[config.mk]
export PLATFORM = sky130hd
export DESIGN_NAME = dsp_mac_sequencer_flat
export DESIGN_NICKNAME = d
export VERILOG_FILES = /design/src/rtl/dsp_mac_sequencer_pkg.sv /design/src/rtl/dsp_mac_sequencer_if.sv /design/src/rtl/dsp_mac_sequencer_opmode_delay.sv /design/src/rtl/dsp_mac_sequencer.sv /design/src/flat_wrapper.sv
export SDC_FILE = /design/constraint.sdc
export NUM_CORES = 1
export LEC_CHECK = 0
export CORE_MARGIN = 8
export CORE_UTILIZATION = 34
export CTS_BUF_LIST = sky130_fd_sc_hd__clkbuf_16
export DETAILED_ROUTE_END_ITERATION = 10
export PLACE_DENSITY_LB_ADDON = 0.25
export SLEW_MARGIN = 25
export SYNTH_ARGS = -nofsm -noshare
export SYNTH_HDL_FRONTEND = slang
export SYNTH_SLANG_ARGS = --single-unit
[constraint.sdc]
create_clock -name CLK -period 2.3 [get_ports CLK]
set_clock_uncertainty 0.1 [all_clocks]
set_input_delay 0.69 -clock CLK [delete_from_list [all_inputs] [get_ports CLK]]
set_output_delay 0.69 -clock CLK [all_outputs]
set_load 0.01 [all_outputs]
[src/rtl/dsp_mac_sequencer_pkg.sv]
// Shared definitions for the DSP48A1 MAC sequencer: OPMODE fields, FSM states, defaults.
package dsp_mac_sequencer_pkg;

  localparam int unsigned DSP_LAT_DEFAULT = 4;

  localparam logic [1:0] OPM_X_ZERO = 2'd0;
  localparam logic [1:0] OPM_X_M    = 2'd1;
  localparam logic [1:0] OPM_X_P    = 2'd2;
  localparam logic [1:0] OPM_X_DAB  = 2'd3;

  localparam logic [1:0] OPM_Z_ZERO = 2'd0;
  localparam logic [1:0] OPM_Z_PCIN = 2'd1;
  localparam logic [1:0] OPM_Z_P    = 2'd2;
  localparam logic [1:0] OPM_Z_C    = 2'd3;

  localparam int unsigned PREADD_EN   = 4;
  localparam int unsigned CIN_SEL     = 5;
  localparam int unsigned PREADD_SUB  = 6;
  localparam int unsigned POSTADD_SUB = 7;

  typedef enum logic [1:0] {
    ST_IDLE,
    ST_ACC,
    ST_DRAIN,
    ST_HOLD
  } seq_state_e;

  // Pre-adder off, post-adder adding, carry-in from bit 5 = 0.
  function automatic logic [7:0] opm(input logic [1:0] x, input logic [1:0] z);
    logic [7:0] o;
    o              = '0;
    o[1:0]         = x;
    o[3:2]         = z;
    o[PREADD_EN]   = 1'b0;
    o[CIN_SEL]     = 1'b0;
    o[PREADD_SUB]  = 1'b0;
    o[POSTADD_SUB] = 1'b0;
    return o;
  endfunction

endpackage

[src/rtl/dsp_mac_sequencer_if.sv]
// Operand-in / result-out handshake bundle; slave = sequencer side, master = producer/consumer side.
interface dsp_mac_sequencer_if;
  logic        s_valid;
  logic        s_ready;
  logic [17:0] s_a;
  logic [17:0] s_b;
  logic        s_last;
  logic        m_valid;
  logic        m_ready;
  logic [47:0] m_data;
  logic        m_carry;

  modport master (
    output s_valid, s_a, s_b, s_last, m_ready,
    input  s_ready, m_valid, m_data, m_carry
  );

  modport slave (
    input  s_valid, s_a, s_b, s_last, m_ready,
    output s_ready, m_valid, m_data, m_carry
  );
endinterface

[src/rtl/dsp_mac_sequencer_opmode_delay.sv]
// dsp_opmode_delay: OPM_DLY-deep 8-bit shift line realigning OPMODE with the M stage; wire at 0.
module dsp_opmode_delay #(
  parameter int unsigned OPM_DLY = 2
) (
  input  logic       clk,
  input  logic       rst_n,
  input  logic [7:0] opm_in,
  output logic [7:0] opm_out
);
  generate
    if (OPM_DLY == 0) begin : g_pass
      logic unused_clk_rst;
      assign unused_clk_rst = clk ^ rst_n;
      assign opm_out = opm_in;
    end else begin : g_line
      logic [7:0] line [OPM_DLY];
      always_ff @(posedge clk or negedge rst_n) begin
        if (!rst_n) begin
          for (int unsigned i = 0; i < OPM_DLY; i++) line[i] <= '0;
        end else begin
          line[0] <= opm_in;
          for (int unsigned i = 1; i < OPM_DLY; i++) line[i] <= line[i-1];
        end
      end
      assign opm_out = line[OPM_DLY-1];
    end
  endgenerate
endmodule

[src/rtl/dsp_mac_sequencer.sv]
// dsp_mac_sequencer: feeds a DSP48A1 slice with signed 18x18 pairs and returns sum(a*b) from P.
// Build option DSP_MAC_ROUND_EN: the first beat adds ROUND_BIAS through C (X=M, Z=C).
module dsp_mac_sequencer
  import dsp_mac_sequencer_pkg::*;
#(
  parameter int unsigned DSP_LAT    = DSP_LAT_DEFAULT,
  parameter int unsigned OPM_DLY    = 2,
  parameter logic [47:0] ROUND_BIAS = '0
) (
  input  logic               CLK,
  input  logic               RST_N,
  dsp_mac_sequencer_if.slave bus,
  output logic [17:0]        dsp_a,
  output logic [17:0]        dsp_b,
  output logic [17:0]        dsp_d,
  output logic [47:0]        dsp_c,
  output logic [7:0]         dsp_opmode,
  output logic               dsp_ce,
  output logic               dsp_rst,
  output logic               dsp_carryin,
  input  logic [47:0]        dsp_p,
  input  logic               dsp_carryout
);
  localparam int unsigned CW = $clog2(DSP_LAT + 2);
  localparam logic [7:0] OPM_ACC  = opm(OPM_X_M, OPM_Z_P);
  localparam logic [7:0] OPM_IDLE = opm(OPM_X_ZERO, OPM_Z_P);
`ifdef DSP_MAC_ROUND_EN
  localparam logic [7:0] OPM_FIRST = opm(OPM_X_M, OPM_Z_C);
`else
  localparam logic [7:0] OPM_FIRST = opm(OPM_X_M, OPM_Z_ZERO);
`endif

  seq_state_e    state, state_nxt;
  logic          ready, accept, capture;
  logic [CW-1:0] cnt;
  logic [7:0]    opm_launch;

  assign dsp_d       = '0;
  assign dsp_carryin = 1'b0;
  assign bus.s_ready = ready;

  always_ff @(posedge CLK or negedge RST_N) begin
    if (!RST_N) state <= ST_IDLE;
    else        state <= state_nxt;
  end

  always_comb begin
    state_nxt   = state;
    ready       = 1'b0;
    accept      = 1'b0;
    capture     = 1'b0;
    bus.m_valid = 1'b0;
    case (state)
      ST_IDLE: begin
        ready  = !dsp_rst;
        accept = bus.s_valid && ready;
        if (accept) state_nxt = bus.s_last ? ST_DRAIN : ST_ACC;
      end
      ST_ACC: begin
        ready  = 1'b1;
        accept = bus.s_valid;
        if (accept && bus.s_last) state_nxt = ST_DRAIN;
      end
      ST_DRAIN: begin
        if (cnt == CW'(DSP_LAT)) begin
          capture   = 1'b1;
          state_nxt = ST_HOLD;
        end
      end
      ST_HOLD: begin
        bus.m_valid = 1'b1;
        if (bus.m_ready) state_nxt = ST_IDLE;
      end
      default: state_nxt = ST_IDLE;
    endcase
  end

  // Every cycle launches something: a beat, an adding bubble (ACC) or a P-hold (elsewhere).
  always_ff @(posedge CLK or negedge RST_N) begin
    if (!RST_N) begin
      dsp_rst     <= 1'b1;
      dsp_ce      <= 1'b0;
      dsp_a       <= '0;
      dsp_b       <= '0;
      opm_launch  <= '0;
      cnt         <= '0;
      bus.m_data  <= '0;
      bus.m_carry <= 1'b0;
    end else begin
      dsp_rst <= 1'b0;
      dsp_ce  <= 1'b1;
      if (accept) begin
        dsp_a      <= bus.s_a;
        dsp_b      <= bus.s_b;
        opm_launch <= (state == ST_IDLE) ? OPM_FIRST : OPM_ACC;
      end else begin
        dsp_a      <= '0;
        dsp_b      <= '0;
        opm_launch <= (state == ST_ACC) ? OPM_ACC : OPM_IDLE;
      end
      cnt <= (state == ST_DRAIN) ? cnt + 1'b1 : '0;
      if (capture) begin
        bus.m_data  <= dsp_p;
        bus.m_carry <= dsp_carryout;
      end
    end
  end

`ifdef DSP_MAC_ROUND_EN
  // C is only selected by the first-beat opmode, so holding the bias is harmless.
  always_ff @(posedge CLK or negedge RST_N) begin
    if (!RST_N)                           dsp_c <= '0;
    else if (accept && state == ST_IDLE)  dsp_c <= ROUND_BIAS;
  end
`else
  logic [47:0] unused_bias;
  assign unused_bias = ROUND_BIAS;
  assign dsp_c       = '0;
`endif

  dsp_opmode_delay #(.OPM_DLY(OPM_DLY)) u_opm_dly (
    .clk     (CLK),
    .rst_n   (RST_N),
    .opm_in  (opm_launch),
    .opm_out (dsp_opmode)
  );
endmodule

[src/flat_wrapper.sv]
// flat-port wrapper written by rule: the top's interface ports become plain ports
module dsp_mac_sequencer_flat import dsp_mac_sequencer_pkg::*;
#(
  parameter int unsigned DSP_LAT    = DSP_LAT_DEFAULT,
  parameter int unsigned OPM_DLY    = 2,
  parameter logic [47:0] ROUND_BIAS = '0
)
  (CLK, RST_N, dsp_a, dsp_b, dsp_d, dsp_c, dsp_opmode, dsp_ce, dsp_rst, dsp_carryin, dsp_p, dsp_carryout, bus_s_valid, bus_s_a, bus_s_b, bus_s_last, bus_m_ready, bus_s_ready, bus_m_valid, bus_m_data, bus_m_carry);
  dsp_mac_sequencer_if bus_i ();
  input  logic CLK;
  input  logic RST_N;
  output logic [17:0] dsp_a;
  output logic [17:0] dsp_b;
  output logic [17:0] dsp_d;
  output logic [47:0] dsp_c;
  output logic [7:0] dsp_opmode;
  output logic dsp_ce;
  output logic dsp_rst;
  output logic dsp_carryin;
  input  logic [47:0] dsp_p;
  input  logic dsp_carryout;
  input wire logic [$bits(bus_i.s_valid)-1:0] bus_s_valid;
  input wire logic [$bits(bus_i.s_a)-1:0] bus_s_a;
  input wire logic [$bits(bus_i.s_b)-1:0] bus_s_b;
  input wire logic [$bits(bus_i.s_last)-1:0] bus_s_last;
  input wire logic [$bits(bus_i.m_ready)-1:0] bus_m_ready;
  output wire logic [$bits(bus_i.s_ready)-1:0] bus_s_ready;
  output wire logic [$bits(bus_i.m_valid)-1:0] bus_m_valid;
  output wire logic [$bits(bus_i.m_data)-1:0] bus_m_data;
  output wire logic [$bits(bus_i.m_carry)-1:0] bus_m_carry;
  assign bus_i.s_valid = bus_s_valid;
  assign bus_i.s_a = bus_s_a;
  assign bus_i.s_b = bus_s_b;
  assign bus_i.s_last = bus_s_last;
  assign bus_i.m_ready = bus_m_ready;
  assign bus_s_ready = bus_i.s_ready;
  assign bus_m_valid = bus_i.m_valid;
  assign bus_m_data = bus_i.m_data;
  assign bus_m_carry = bus_i.m_carry;
  dsp_mac_sequencer #(.DSP_LAT(DSP_LAT), .OPM_DLY(OPM_DLY), .ROUND_BIAS(ROUND_BIAS)) u_core (.CLK(CLK), .RST_N(RST_N), .bus(bus_i), .dsp_a(dsp_a), .dsp_b(dsp_b), .dsp_d(dsp_d), .dsp_c(dsp_c), .dsp_opmode(dsp_opmode), .dsp_ce(dsp_ce), .dsp_rst(dsp_rst), .dsp_carryin(dsp_carryin), .dsp_p(dsp_p), .dsp_carryout(dsp_carryout));
endmodule
==> metrics.md, run 1 <==
| Metric | Value |
|---|---|
| Status | complete, no violations |
| Met2 usage | 0.231 |
| Worst-path clk slew | 0.07 ns |
| Total global routing overflow | 0 |
| Worst VDD drop | 0.000460 V |
| Vias per Instance | 4.07 |
| Mapped Cells | 303 |
| MaxCap Viol Count | 0 |
| CTS sink cnt | 98 |
| Static leakage | 2.85 nW |
| Vias | 2610 |
| Largest net degree at the start of global routing | 50 |
| Drt drc | 0 |
| TritonCTS buffer count | 9 |
| Post-layout power | 6.56 mW |
| Die Width | 127 um |
| Met3 usage | 0.0394 |
| Critical Path Start Type | flop |
| Final Cell Area | 6190 um2 |
| CTS tree | built |
| Setup TNS | 0 ns |
| Dpl cell area | 5890 um2 |
| Avg Inst Size Synth | 13.7 um2 |
| CP Capture Type | output pin |
| Final period utilization | 0.970 |
| # diodes | 0 |
| Layout cells sized above 1 | 0.160 |
| Fin crit period | 2.23 ns |
| Reg2reg start | u_core.state[0] |
| Initial drt markers | 125 |
| Worst reg-to-reg path cell count | 5 |
| Final nets | 587 |
| Initial Util | 0.347 |
| Critical path peak fanout | 4 |
| Pwr Density | 1060 nW/um2 |
| Fin. max-slew vios | 0 |
| RSZ-0062 raised after global routing | no |
| Worst EP arrival | 1.44 ns |
| Setup Viol. Count Final | 0 |
| Final hold violations | 0 |
| Fillers | 1063 |
| DR WL/cell | 16.7 um |
| Final wirelength | 10700 um |
| Critical path class | flop to output pin |
| CTS H-tree lvls | 3 |
| Core Box Area | 12000 um2 |
| Die area | 16000 um2 |
| RD Place Congestion | 0.746 |
| Vias in the first global route | 2895 |
| Crit path from | u_core.state[1] |
| Busiest grt layer | met2 |
| Root Buffer | clkbuf_16 |
| Row cnt | 40 |
| Seq/Total Area, Yosys | 0.590 |
| Total GRT Usage | 0.133 |
| Hold/Removal Path Class | primary input to asynchronous set/reset pin |
| # IOs | 254 |
| Area grow syn2layout | 48.9% |
| Max frequency | 448 MHz |
| DP HPWL | 8510 um |
| #FFs+latches synth | 98 |
| Final ANT Viol Nets | 0 |
| GR Layer Usage met1 | 0.144 |
| Drt pass-1 iters | 4 |
| Skew-Pair Late Insertion Delay | 0.34 ns |
| Die H | 127 um |
| Netlist Area Pre-Place | 4160 um2 |
| First-pass GRT wire length | 16100 um |
| PortBufs | 180 |
| Fin Hold WS | 0.195 ns |
| Netlist cell types | 23 |
| Ys Warns | 0 |
| Req. time, crit path | 1.51 ns |
| Initial antenna violation count | 0 |
| CTS Buffer Depth | 2 |
| Post-CTS Hold Buffers | 0 |
## repair_timing
action,CTS,global route
endpoints found under the setup margin,1,1
resized for setup,5,1
buffers inserted,1,0
## worst paths after layout
check	end	slack, ns
min in group CLK	u_core.u_opm_dly.opm_out[0]	0.25
worst max-delay path	bus_s_ready	0.07
worst max register to register	u_core.bus.m_data[29]	0.55
worst min-delay path	u_core.bus.m_data[42]	0.20
max in group asynchronous	u_core.dsp_rst	1.29
worst min register to register	u_core.u_opm_dly.opm_out[0]	0.25
## sequential cells by signal (all words and copies together) (netlist names)
signal / flops
u_core.bus.m_data: 48
u_core.dsp_b: 18
u_core.u_opm_dly.g_line.line: 2
u_core.dsp_a: 18
u_core.opm_launch: 2
u_core.state: 2
u_core.cnt: 3
u_core.dsp_ce: 1
u_core.bus.m_carry: 1
u_core.u_opm_dly.opm_out: 2
u_core.dsp_rst: 1
## critical path: stages (launching register included)
cell and delay [ns]:
dfrtp_1 0.40, inv_2 0.08, ha_2 0.19, a21o_1 0.15
dlygate4sd2_1 0.28
## layout make-up
type	instances	area (um2)	area share
Tap cell	147	184	0.0297
Timing Repair Buffer	186	1890	0.306
Sequential cell	98	2450	0.396
Inverter	8	30.0	0.00485
Clock buffer	9	225	0.0364
Multi-Input combinational cell	187	1340	0.216
Clock inverter	7	70.1	0.0113
## cell usage after synthesis, drive strengths merged
cell | number | area share
a21o | 1 | 0.0018
a21oi | 1 | 0.0039
a22oi | 1 | 0.0018
and2 | 37 | 0.056
buf | 80 | 0.14
clkbuf | 3 | 0.0036
conb | 2 | 0.0018
dfrtp | 97 | 0.58
dfstp | 1 | 0.0063
ha | 7 | 0.021
inv | 8 | 0.0072
mux2 | 50 | 0.14
mux2i | 3 | 0.0072
nand2 | 3 | 0.0027
nand2b | 1 | 0.0015
nand3 | 3 | 0.0060
nor2 | 2 | 0.0018
o21ai | 2 | 0.0024
xnor2 | 1 | 0.0021
## cell usage in the layout, fill, tap and decap left out, types with 2 or more instances in the layout
| master | n |
|---|---|
| clkdlybuf4s50_1 | 177 |
| dfrtp_1 | 97 |
| conb_1 | 75 |
| mux2_2 | 40 |
| and2_1 | 37 |
| mux2_4 | 10 |
| clkbuf_16 | 9 |
| inv_1 | 8 |
| ha_1 | 5 |
| buf_12 | 4 |
| nand2_1 | 3 |
| mux2i_1 | 3 |
| buf_4 | 3 |
| inv_2 | 2 |
| nand3_2 | 2 |
| nor2_1 | 2 |
| o21ai_0 | 2 |
| ha_2 | 2 |
| clkinvlp_4 | 2 |
| dlygate4sd2_1 | 2 |
## cell families after synthesis
| group | count (synthesis) | share of synthesized area |
|---|---|---|
| AOI/OAI and AO/OA | 5 | 0.00994 |
| xor gates and xnor gates | 1 | 0.00211 |
| adders and majority gates | 7 | 0.0211 |
| buffers and inverters | 91 | 0.155 |
| DFF | 98 | 0.590 |
| muxes | 53 | 0.152 |
| other | 2 | 0.00181 |
| and+or+nand+nor | 46 | 0.0677 |
## where the power goes
part | switching [mW] | internal, mW
Combinational | 0.998 | 1.55
Clock | 0.628 | 0.840
Sequential | 0.258 | 2.29
## per-stage QoR
step	setup slack, ns	std cells	util
after floorplan	0.617	376	-
after global placement	0.196	625	0.492
after detailed placement	0.127	625	0.492
after CTS	0.0201	642	0.517
after global routing	0.00167	642	0.518
final	0.0693	642	0.518
## layer usage
metal / up-vias / part of all wire
met5: - / 0
met4: 0 / 0.019
met3: 12 / 0.082
met2: 142 / 0.51
met1: 1263 / 0.39
li1: 1193 / -
No activity file was read; power rests on OpenSTA's default activity.
==> run 2, diff against run 1 <==
Settings changed: CORE_MARGIN 8 to unset.
==> metrics.md, run 2 (synthesis results as in run 1) <==
| Metric | Value |
|---|---|
| Drt drc | 0 (unchanged) |
| First-pass GRT wire length | 13800 um (-15%) |
| Post-CTS Hold Buffers | 0 (unchanged) |
| Initial drt markers | 72 (-42%) |
| Fillers | 1073 (+0.94%) |
| Critical Path Stages | 4 (unchanged) |
| Biggest register | u_core.bus.m_data |
| Most frequent cells in the layout | clkdlybuf4s50_1 (177), dfrtp_1 (97), conb_1 (75) |
| Reg2reg start | u_core.state[1] |
| Crit-path cells | inv_2 > ha_1 > a21o_1 > dlygate4sd2_1 |
| Critical path buffers and inverters | 2 (unchanged) |
| RD Place Congestion | 0.705 (-5.5%) |
| Final core occ | 0.518 (+0.000837) |
| Total GRT Usage | 0.144 (+0.0116) |
| Critical Path Start Type | flop |
| Static leakage | 2.85 nW (+0.12%) |
| CTS H-tree lvls | 3 (unchanged) |
| DP HPWL | 6640 um (-22%) |
| Final ANT Viol Nets | 0 (unchanged) |
| Hold/Removal Path Class | primary input to asynchronous set/reset pin |
| PortBufs | 180 (unchanged) |
| Crit path from | u_core.state[0] |
| Final period utilization | 0.967 (-0.00326) |
| Setup TNS | 0 ns (unchanged) |
| Initial Util | 0.347 (unchanged) |
| Vias | 2629 (+0.73%) |
| Largest net degree at the start of global routing | 50 (unchanged) |
| CTS Buffer Depth | 2 (unchanged) |
| Dpl cells | 628 (+0.48%) |
| Row cnt | 40 (unchanged) |
| Final nets | 591 (+0.68%) |
| Setup Viol. Count Final | 0 (unchanged) |
| Root Buffer | clkbuf_16 |
| Vias per Instance | 4.07 (+0.10%) |
| Area grow syn2layout | 49.2% |
| Max frequency | 450 MHz (+0.34%) |
| Max stage delay cell, worst path | dfrtp_1 |
| Status | complete, no violations |
| Top Registers | u_core.bus.m_data x48, u_core.dsp_a x18, u_core.dsp_b x18 |
| Net Sw Power | 1.87 mW (-0.79%) |
| Final hold violations | 0 (unchanged) |
| Drt pass-1 iters | 4 (unchanged) |
| Total global routing overflow | 0 (unchanged) |
| Clock group share of total power | 0.230 (+0.006) |
| Critical path class | flop to output pin |
| Fin crit period | 2.22 ns (-0.00750 ns) |
| Most common cell after layout, fill and taps aside | clkdlybuf4s50_1 |
| Reg-to-Reg End | u_core.bus.m_data[1] |
| Worst reg-to-reg path cell count | 5 (unchanged) |
| TritonCTS buffer count | 9 (unchanged) |
| Number of flip-flops in the largest register | 48 (unchanged) |
| Initial antenna violation count | 0 (unchanged) |
| End of the critical path | bus_s_ready |
| Die area | 12700 um2 (-21%) |
| DR WL/cell | 13.6 um (-18%) |
| Non-filler cells, final | 646 (+0.62%) |
| Fin. max-slew vios | 0 (unchanged) |
| Critical path peak fanout | 3 (-1) |
| Pwr Density | 1060 nW/um2 (-0.25%) |
| MaxCap Viol Count | 0 (unchanged) |
| Final wirelength | 8810 um (-18%) |
| Fin Hold WS | 0.181 ns (-0.0148 ns) |
| Vias in the first global route | 2636 (-8.9%) |
| # IOs | 254 (unchanged) |
| Worst VDD drop | 0.000367 V (-20%) |
| CTS sink cnt | 98 (unchanged) |
| Core Box Area | 12000 um2 (unchanged) |
| CP Capture Type | output pin |
| Die H | 113 um (-11%) |
| RSZ-0062 raised after global routing | no |
| Worst EP arrival | 1.43 ns (about the same) |
| R2r setup slk | 0.52 ns (-0.03 ns) |
| Req. time, crit path | 1.51 ns (about the same) |
| # diodes | 0 (unchanged) |
| Int Pwr | 4.69 mW (+0.19%) |
| Switching Fraction | 0.285 (-0.00200) |
| Worst-path clk slew | 0.07 ns (about the same) |
| CTS tree | built |
| Top delay family on crit path | flip-flops |
| Die Width | 113 um (-11%) |
| Seq pwr share | 0.387 (about the same) |
| Layout cells sized above 1 | 0.168 (+0.00874) |
| Post-layout power | 6.56 mW (about the same) |
| Skew-Pair Late Insertion Delay | 0.34 ns (about the same) |
| Critical Path Max Stage Delay | 0.39 ns (about the same) |
| Gate power share | 0.383 (-0.005) |
## run 2: changes by cell type in the layout (fill, tap and decap cells not counted)
cell / before / now
buf_4: 3 / 9
buf_12: 4 / 2
clkinvlp_4: 2 / 4
inv_1: 8 / 6
clkinv_4: 1 / 0
ha_1: 5 / 6
ha_2: 2 / 1
inv_6: 1 / 2
## run 2: final cells by class
cell class | instances | area (um2) | area share
inverters | 8 | 30.0 | 0.00484
clock buffers | 9 | 225 | 0.0363
well taps | 147 | 184 | 0.0297
repair buffers | 190 | 1900 | 0.306
multi-input cells | 187 | 1330 | 0.215
clock inverters | 7 | 77.6 | 0.0125
flip-flops and latches | 98 | 2450 | 0.396
## run 2: how the worst min path moves through the flow
stage               slack [ns]                       startpoint                                to  depth (start not counted)
global route              0.19                            RST_N             u_core.bus.m_data[13]                          1
global placement          0.24             u_core.opm_launch[0]   u_core.u_opm_dly.g_line.line[8]                          0
detailed placement        0.23  u_core.u_opm_dly.g_line.line[8]       u_core.u_opm_dly.opm_out[0]                          0
floorplan                 0.23             u_core.opm_launch[3]  u_core.u_opm_dly.g_line.line[11]                          0
finish                    0.18                            RST_N             u_core.bus.m_data[13]                          1
CTS                       0.18                            RST_N             u_core.bus.m_data[16]                          1
## run 2: power groups by stage
stage / Combinational (mW) / Sequential, mW / Clock, mW
after floorplan: 0.914 / 2.81 / 0
after global placement: 2.48 / 2.54 / 0
after detailed placement: 2.52 / 2.58 / 0
after CTS: 2.55 / 2.54 / 1.57
after global routing: 2.69 / 2.61 / 1.63
final: 2.51 / 2.54 / 1.51
## run 2: metrics by stage
stage / worst slack [ns] / area (um2)
floorplan: 0.617 / 4430
global route: 0.0111 / 6200
finish: 0.0768 / 6200
detailed placement: 0.143 / 5880
CTS: 0.0519 / 6200
global placement: 0.199 / 5880
## run 2: timing repair
item | 4_1_cts | 5_1_grt
resized for setup | 5 | 0
buffers inserted | 2 | 0
setup endpoints to repair | 1 | 0
## run 2: metal layers
layer | GRT usage | part of all wire | vias to the layer above
li1 | - | - | 1202
met1 | 0.161 | 0.39 | 1264
met2 | 0.235 | 0.48 | 148
met3 | 0.0578 | 0.10 | 15
met4 | 0.0818 | 0.025 | 0
met5 | 0 | 0 | -
